**src/rtl/dadda_mac_pipe.sv**
```systemverilog
`default_nettype none
// ============================================================================
//  Module   : dadda_mac_pipe
//  Function : Two-stage pipelined MAC (Dadda tree + Brent-Kung adder) with
//             accumulator, signed/unsigned mode, saturation and valid/ready.
//  Revision : 1.0  initial release
// ============================================================================
module dadda_mac_pipe #(
  parameter int WIDTH = 8,
  parameter int ACC_W = 20,
  parameter bit SAT   = 1'b1
) (
  input  logic             clk,
  input  logic             rst,
  input  logic             in_valid,
  output logic             in_ready,
  input  logic [WIDTH-1:0] a,
  input  logic [WIDTH-1:0] b,
  input  logic [ACC_W-1:0] c,
  input  logic             mode_signed,
  input  logic             acc_mode,
  input  logic             acc_clr,
  output logic             out_valid,
  input  logic             out_ready,
  output logic [ACC_W-1:0] result,
  output logic             ovf
);

  localparam int c_PW = 2 * WIDTH;
  localparam int c_NB = c_PW - 1;

  function automatic int dadda_d(input int s);
    int d;
    d = 2;
    for (int i = 0; i < s; i++) d = (d * 3) / 2;
    return d;
  endfunction

  function automatic int dadda_nst(input int h);
    int n;
    n = 0;
    for (int i = 0; i < 32; i++) if (dadda_d(i) < h) n = i + 1;
    return n;
  endfunction

  localparam int c_NST = dadda_nst(WIDTH);

  if (ACC_W < 2 * WIDTH || WIDTH < 2) begin : g_param_check
    $error("dadda_mac_pipe: requires WIDTH >= 2 and ACC_W >= 2*WIDTH");
  end

  logic [c_PW-1:0]  row_a, row_b, prod_d;
  logic             s1_valid_q, sgn_q, mode_q, clr_q;
  logic [c_PW-1:0]  prod_q;
  logic [ACC_W-1:0] c_q;
  logic             out_valid_q, ovf_q, ovf_d;
  logic [ACC_W-1:0] result_q, result_d;
  logic             s1_adv, s2_adv;

  // Modified Baugh-Wooley partial products: in signed mode the cross terms
  // with exactly one sign bit are inverted and 1s are added at columns
  // WIDTH and 2*WIDTH-1; in unsigned mode this is the plain AND array.
  always_comb begin : p_dadda
    logic [WIDTH-1:0] cur [c_PW];
    logic [WIDTH-1:0] nxt [c_PW];
    int               ch  [c_PW];
    int               nh  [c_PW];
    int               idx, d, nc;
    logic             x, y, z;
    idx = 0; d = 0; nc = 0; x = 1'b0; y = 1'b0; z = 1'b0;
    for (int k = 0; k < c_PW; k++) begin
      cur[k] = '0; nxt[k] = '0; ch[k] = 0; nh[k] = 0;
    end
    for (int i = 0; i < WIDTH; i++) begin
      for (int j = 0; j < WIDTH; j++) begin
        cur[i+j][ch[i+j]] = (a[j] & b[i]) ^
                            (mode_signed & ((i == WIDTH-1) != (j == WIDTH-1)));
        ch[i+j] = ch[i+j] + 1;
      end
    end
    cur[WIDTH][ch[WIDTH]] = mode_signed;
    ch[WIDTH] = ch[WIDTH] + 1;
    cur[c_PW-1][ch[c_PW-1]] = mode_signed;
    ch[c_PW-1] = ch[c_PW-1] + 1;

    for (int s = c_NST - 1; s >= 0; s--) begin
      d = dadda_d(s);
      for (int k = 0; k < c_PW; k++) begin
        nxt[k] = '0; nh[k] = 0;
      end
      for (int col = 0; col < c_PW; col++) begin
        idx = 0;
        nc  = (col + 1 < c_PW) ? col + 1 : col;
        // nh[col] already counts carries from the column below
        for (int k = 0; k < WIDTH; k++) begin
          if (nh[col] + ch[col] - idx > d) begin
            if ((ch[col] - idx >= 3) && (nh[col] + ch[col] - idx > d + 1)) begin
              x = cur[col][idx]; y = cur[col][idx+1]; z = cur[col][idx+2];
              idx = idx + 3;
            end else begin
              x = cur[col][idx]; y = cur[col][idx+1]; z = 1'b0;
              idx = idx + 2;
            end
            nxt[col][nh[col]] = x ^ y ^ z;
            nh[col] = nh[col] + 1;
            if (col + 1 < c_PW) begin
              nxt[nc][nh[nc]] = (x & y) | (x & z) | (y & z);
              nh[nc] = nh[nc] + 1;
            end
          end
        end
        for (int k = 0; k < WIDTH; k++) begin
          if (k >= idx && k < ch[col]) begin
            nxt[col][nh[col]] = cur[col][k];
            nh[col] = nh[col] + 1;
          end
        end
      end
      for (int k = 0; k < c_PW; k++) begin
        cur[k] = nxt[k]; ch[k] = nh[k];
      end
    end

    for (int k = 0; k < c_PW; k++) begin
      row_a[k] = cur[k][0];
      row_b[k] = cur[k][1];
    end
  end

  always_comb begin : p_brent_kung
    logic [c_NB-1:0] gk, pk;
    logic [c_PW-1:0] p;
    p  = row_a ^ row_b;
    gk = row_a[c_NB-1:0] & row_b[c_NB-1:0];
    pk = p[c_NB-1:0];
    for (int l = 0; l < 16; l++) begin
      for (int i = 0; i < c_NB; i++) begin
        if (((1 << l) < c_NB) && (((i + 1) % (2 << l)) == 0)) begin
          gk[i] = gk[i] | (pk[i] & gk[i-(1<<l)]);
          pk[i] = pk[i] & pk[i-(1<<l)];
        end
      end
    end
    for (int l = 15; l >= 0; l--) begin
      for (int i = 0; i < c_NB; i++) begin
        if ((i >= (3 << l) - 1) && (((i + 1) % (2 << l)) == (1 << l))) begin
          gk[i] = gk[i] | (pk[i] & gk[i-(1<<l)]);
          pk[i] = pk[i] & pk[i-(1<<l)];
        end
      end
    end
    prod_d[0] = p[0];
    for (int i = 1; i < c_PW; i++) prod_d[i] = p[i] ^ gk[i-1];
  end

  assign s2_adv   = !out_valid_q | out_ready;
  assign s1_adv   = !s1_valid_q | s2_adv;
  assign in_ready = s1_adv & !rst;

  always_ff @(posedge clk) begin
    if (rst) begin
      s1_valid_q <= 1'b0;
      prod_q     <= '0;
      sgn_q      <= 1'b0;
      mode_q     <= 1'b0;
      clr_q      <= 1'b0;
      c_q        <= '0;
    end else if (s1_adv) begin
      s1_valid_q <= in_valid;
      if (in_valid) begin
        prod_q <= prod_d;
        sgn_q  <= mode_signed;
        mode_q <= acc_mode;
        clr_q  <= acc_clr;
        c_q    <= c;
      end
    end
  end

  // result_q doubles as the accumulator: both always load the same value.
  always_comb begin : p_stage2
    logic [ACC_W-1:0] ext, addend, sat_val;
    logic [ACC_W:0]   sum;
    ext = '0;
    ext[c_PW-1:0] = prod_q;
    for (int i = c_PW; i < ACC_W; i++) ext[i] = sgn_q & prod_q[c_PW-1];
    addend = mode_q ? (clr_q ? '0 : result_q) : c_q;
    sum    = {1'b0, ext} + {1'b0, addend};
    if (sgn_q) begin
      ovf_d   = (ext[ACC_W-1] == addend[ACC_W-1]) && (sum[ACC_W-1] != ext[ACC_W-1]);
      sat_val = addend[ACC_W-1] ? {1'b1, {(ACC_W-1){1'b0}}} : {1'b0, {(ACC_W-1){1'b1}}};
    end else begin
      ovf_d   = sum[ACC_W];
      sat_val = '1;
    end
    result_d = (SAT && ovf_d) ? sat_val : sum[ACC_W-1:0];
  end

  always_ff @(posedge clk) begin
    if (rst) begin
      out_valid_q <= 1'b0;
      result_q    <= '0;
      ovf_q       <= 1'b0;
    end else if (s2_adv) begin
      out_valid_q <= s1_valid_q;
      if (s1_valid_q) begin
        result_q <= result_d;
        ovf_q    <= ovf_d;
      end
    end
  end

  assign out_valid = out_valid_q;
  assign result    = result_q;
  assign ovf       = ovf_q;

endmodule
`default_nettype wire

```
**config.mk**
```make
export PLATFORM = sky130hd
export DESIGN_NAME = dadda_mac_pipe
export DESIGN_NICKNAME = d
export VERILOG_FILES = /design/src/rtl/dadda_mac_pipe.sv
export SDC_FILE = /design/constraint.sdc
export NUM_CORES = 1
export LEC_CHECK = 0
export BUFFER_PORTS_ARGS = -buffer_cell sky130_fd_sc_hd__buf_2
export CORE_ASPECT_RATIO = 2
export CORE_MARGIN = 4
export CORE_UTILIZATION = 60
export DETAILED_ROUTE_END_ITERATION = 8
export PLACE_DENSITY_LB_ADDON = 0.3
export SYNTH_ARGS = -nofsm -noshare
export SYNTH_HDL_FRONTEND = slang
export SYNTH_SLANG_ARGS = --single-unit
```
**constraint.sdc**
```tcl
create_clock -name clk -period 13.5 [get_ports clk]
set_clock_uncertainty 0.15 [all_clocks]
set_input_delay 2.7 -clock clk [delete_from_list [all_inputs] [get_ports clk]]
set_output_delay 2.7 -clock clk [all_outputs]
set_load 0.03 [all_outputs]
```
# After elaboration in Yosys (flattened, before gate mapping)
# Index checks and enable logic that the tools add are counted.
# totals
wordCells	439
input_bits	43
ff_bits	62
output_inout_bits	23
# classes
addsub	1
n_bitwise	415
n_eq_ne	2
n_reduce_logical	6
n_mux	6
# op_table
operator	n
AND 1 bit	210
bitwise XOR 1 bit	107
two-way mux 20 bit	5
OR 1 bit	96
adder 20 x 20 -> 21 bit	1
bitwise XOR 16 x 15 -> 16 bit	1
AND 15 bit	1
AND reduction 2 bit	2
zero test 1 bit	3
equality test 1 bit	1
logical AND 1 bit	1
two-way mux 1 bit	1
inequality test 1 bit	1

# Depth between registers and ports, before layout
# depth
word_depth	28
ltp_mapped	21
ltp_nobuf	20

# Worst setup path after synthesis
# No wires, ideal clock.
# synth_path
path_type	input to register
start	input port mode_signed
end	register prod_q[14]
t_arrival_ns	7.264
required_ns	13.264
n_path_buf	2
stages	19
slack_ns	6.000
setup_time_ns	0.086
path_cell_list	clkbuf_1 -> buf_1 -> xnor2_1 -> fa_1 -> inv_1 -> fa_1 -> inv_1 -> fa_1 -> inv_1 -> fa_1 -> inv_1 -> ha_1 -> nand2_1 -> nand2_1 -> a41oi_1 -> a21oi_1 -> a31oi_1 -> fa_1 -> a211oi_1
# synth_via
elab_chain_cells	21
elab_cells_between_ends	203
classes_between	bitwise: 203
# synth_rtl
element	line	rtl
start: declaration	20	input logic mode_signed,
bitwise XOR 1 bit	76	cur[i+j][ch[i+j]] = (a[j] & b[i]) ^
AND 1 bit	107	nxt[nc][nh[nc]] = (x & y) | (x & z) | (y & z);
OR 1 bit (2 in series)	107	
AND 1 bit	107	
OR 1 bit (2 in series)	107	
AND 1 bit	107	
OR 1 bit (2 in series)	107	
AND 1 bit	107	
OR 1 bit (2 in series)	107	
bitwise XOR 16 x 15 -> 16 bit	133	p = row_a ^ row_b;
AND 1 bit (on tied branches)	139, 140	
OR 1 bit (tied with other cells)	139	gk[i] = gk[i] | (pk[i] & gk[i-(1<<l)]);
OR 1 bit or AND 1 bit (tied branches)	139, 147	
OR 1 bit	147	gk[i] = gk[i] | (pk[i] & gk[i-(1<<l)]);
AND 1 bit	147	
OR 1 bit	147	
bitwise XOR 1 bit *	153	for (int i = 1; i < c_PW; i++) prod_d[i] = p[i] ^ gk[i-1];
end signal: assignment	171	prod_q <= prod_d;
end: declaration	54	logic [c_PW-1:0] prod_q;
# Mark *: on every way between the ends. The rest lies on a longest branch, timed or not.
# A chain may end at the register's enable or synchronous reset.

# Final worst setup path
# Ends and elaborated chain as after synthesis.

==> reports/results.txt <==
Resized Gates After CTS -> 0
Post-synth top flop -> sky130_fd_sc_hd__dfxtp_1
CP peak stage delay -> 550 ps
maximum number of pins on one net before global-route repair -> 67
height of the die -> 146 µm
count of max-cap constraint violations -> 0
compound-cell area share of the yosys netlist -> 19.9%
antenna violations before repair -> 0
Worst EP arrival -> 7200 ps
warnings from Yosys -> 0
share of the cycle needed by the critical path after routing -> 52.6%
cell type with the highest aggregate area in the netlist -> sky130_fd_sc_hd__dfxtp_1
worst path bufs/invs -> 5
reg2reg start -> mode_q
launch instance of the worst min-delay path -> c_q[10]
crit path time final -> 7100 ps
Max-Slew Margin vs Limit -> 20.5%
dominant combinational cell family by area after synthesis -> adder cells
Core Box Area -> 9320 µm²
combined flip-flop and latch cell area -> 1240 µm²
number of endpoints with negative hold slack in the final report -> 0
result of the run -> finished clean
clock input transition at the sequential cells of the worst setup and hold paths -> 60 ps
achievable clock frequency -> 141 MHz
worst path required time -> 13,600 ps
Area after DPL -> 6060 µm²
cell family with most CP delay -> adder cells
global-route wire length before repair -> 23,500 µm
setup violators final -> 0
row count -> 50
most frequent cell on the critical path -> sky130_fd_sc_hd__fa_1
TritonCTS Buffers -> 9
DR WL/cell -> 15.9 µm
unrepaired setup endpoints after global routing -> no
element type at the critical path start -> primary input
area of combinational cells with multiple inputs -> 4060 µm²
endpoint of the worst register-to-register path -> result[5]
area of the die -> 11,300 µm²
mean cell area of the mapped netlist -> 7.86 µm²
antenna cell count -> 0
Detailed Route WL -> 14,200 µm
peak supply drop -> 0.0828 mV
first-pass iteration count of the detailed router -> 5
Final #Nets -> 905
Total Power Consumption -> 0.893 mW
area added between synthesis and finish -> 11.4%
Hold Path End -> c_q[10]
mux contribution to synthesized area -> 0.547%
aggregate global-route resource usage -> 25.8%
final max-slew violation count -> 0
post-synthesis simple-gate area fraction -> 22.6%
critical path class -> in2reg
Clk Latency, worst-skew pair -> 340 ps
total leakage power -> 2.90 nW
most instantiated library cell after synthesis -> sky130_fd_sc_hd__nand2_1
cell area power density -> 140 nW/µm²
syn nets -> 853
DRT iter0 DRCs -> 370
maximum fanout count along the critical path -> 16
DRC errors left -> 0
count of input and output buffers -> 65
timing startpoint of the critical path -> mode_signed
final cell area excluding filler cells -> 6370 µm²
kind of end point of the critical path -> flop
final cell count without fillers -> 889
number of standard cells after synthesis -> 728
adder-cell area share of the yosys netlist -> 23.6%
register-to-register path setup slack -> 8610 ps
number of global-route vias before repair -> 5,188
fraction of synthesized cell area in xor and xnor cells -> 4.44%
CP Depth -> 18
worst slew pin tran -> 1190 ps
number of sinks handled by clock tree synthesis -> 62
share of the synthesized area in the top cell type -> 21.7%
Hold Crit Depth -> 2
post-CTS setup repair buffer count -> 0
cell type of the slowest stage on the worst timing path -> sky130_fd_sc_hd__fa_1
CTS tree -> done
proportion of synthesized chip area in sequential cells -> 21.7%
number of enable flip-flop cells after synthesis -> 0
number of placed cells counting well taps -> 873
worst reg2reg path depth -> 12
top-level port count -> 66
CTS root buffer -> sky130_fd_sc_hd__clkbuf_16
effective utilization at floorplan -> 61.4%
distinct cell type count of the synthesized netlist -> 62
Area contributors post-synth -> sky130_fd_sc_hd__dfxtp_1 22%, sky130_fd_sc_hd__fa_1 15%, sky130_fd_sc_hd__nand2_1 9.4%, sky130_fd_sc_hd__ha_1 8.5%, sky130_fd_sc_hd__inv_1 4.9%
vias per std cell -> 5.80
tightest hold margin -> 302 ps
flip-flop and latch count after synthesis -> 62
filler cell count -> 791
Max H-tree Level -> 3
via count -> 5,157
Longest Clk Path Bufs -> 2
number of buffers inserted for hold repair after clock tree synthesis -> 0
GP Congestion -> 0.933
remaining antenna violation count after routing -> 0
asr flop ratio synth -> 0%
cell area after synthesis -> 5720 µm²
HPWL after DPL -> 11,200 µm
ordered list of cells on the worst path -> buf_2 -> xnor2_1 -> fa_1 -> inv_1 -> fa_1 -> inv_1 -> fa_1 -> inv_1 -> fa_1 -> inv_1 -> ha_1 -> nand2_1 -> nand2_1 -> a41oi_1 -> a21oi_1 -> a31oi_1 -> fa_1 -> a211oi_1
Sum Neg Setup Slack -> 0 ps
type of the tightest min-delay check -> reg2reg
total congestion overflow -> 0
commonest cells in the synthesized netlist -> 143 x sky130_fd_sc_hd__nand2_1, 74 x sky130_fd_sc_hd__inv_1, 65 x sky130_fd_sc_hd__nor2_1
share of post-route cells with drive strength above 1 -> 14.5%
DIE WIDTH -> 77.0 µm
==> power by group <==
group | total (mW) | internal (mW) | switching (mW)
registers | 0.231 | 0.211 | 0.0207
logic | 0.422 | 0.180 | 0.243
clock network | 0.240 | 0.145 | 0.0945
total | 0.893 | 0.535 | 0.358
==> routing by layer <==
metal  track usage [%]  wire, µm  part of all wire [%]
met5                 0         0                     0
met4              15.1       677                   4.8
met3              3.27       620                   4.4
met2              47.9      7670                    54
met1              27.4      5180                    37
==> through the flow <==
| stage | worst slack [ps] | utilization [%] |
|---|---|---|
| detailed placement | 6050 | 65.1 |
| global route | 6160 | 68.3 |
| floorplan | 6000 | - |
| finish | 6400 | 68.3 |
| global placement | 6190 | 65.1 |
| CTS | 6400 | 68.3 |
==> area by class of cell <==
cell class,count,share of cell area [%]
flip-flops and latches,62,19.5
clock inverters,7,1.26
inverters,74,4.36
well taps,104,2.04
repair buffers,69,5.58
multi-input cells,564,63.7
clock buffers,9,3.54
==> logic make-up (layout without fill, tap and decap cells) <==
kind of cell | after synthesis | after routing
muxes | 3 | 3
buffers and inverters | 102 | 159
xor gates and xnor gates | 29 | 29
adders and majority gates | 82 | 82
and+or+nand+nor | 290 | 290
AOI/OAI and AO/OA | 160 | 160
DFF | 62 | 62
==> worst max path at each step <==
stage / end / slack, ps
after global placement: prod_q[14] / 6190
after CTS: prod_q[14] / 6400
final: prod_q[14] / 6400
after global routing: prod_q[14] / 6160
after detailed placement: prod_q[14] / 6050
after floorplan: prod_q[14] / 6000
==> state kept, by name (all words and copies together), names as in the netlist <==
register / flops
prod_q: 16
out_valid: 1
c_q: 20
result: 20
sgn_q: 1
s1_valid_q: 1
mode_q: 1
clr_q: 1
ovf: 1
==> worst reg2reg max path, stage by stage, from the launching register on <==
cell                        delay, ps
sky130_fd_sc_hd__dfxtp_1          800
sky130_fd_sc_hd__nor2b_1          530
sky130_fd_sc_hd__buf_4            290
sky130_fd_sc_hd__nand2_1           70
sky130_fd_sc_hd__o21ai_0          150
sky130_fd_sc_hd__ha_1             330
sky130_fd_sc_hd__a211oi_1         480
sky130_fd_sc_hd__o21ai_1          260
sky130_fd_sc_hd__nand4_1          250
sky130_fd_sc_hd__and2_4           200
sky130_fd_sc_hd__a311oi_4         130
sky130_fd_sc_hd__a21oi_2          930
sky130_fd_sc_hd__o2bb2ai_1        160
==> layout by cell type (no fill, tap or decap), types with 12 or more instances in the layout <==
cell                      count
sky130_fd_sc_hd__xnor2_1     17
sky130_fd_sc_hd__buf_2       65
sky130_fd_sc_hd__dfxtp_1     62
sky130_fd_sc_hd__ha_1        39
sky130_fd_sc_hd__o21ai_0     26
sky130_fd_sc_hd__nor3_1      12
sky130_fd_sc_hd__fa_1        43
sky130_fd_sc_hd__a21oi_1     52
sky130_fd_sc_hd__and2_1      32
sky130_fd_sc_hd__xor2_1      12
sky130_fd_sc_hd__nand2_1    143
sky130_fd_sc_hd__nor2_1      65
sky130_fd_sc_hd__inv_1       74
(Power assumes the default switching activity.)
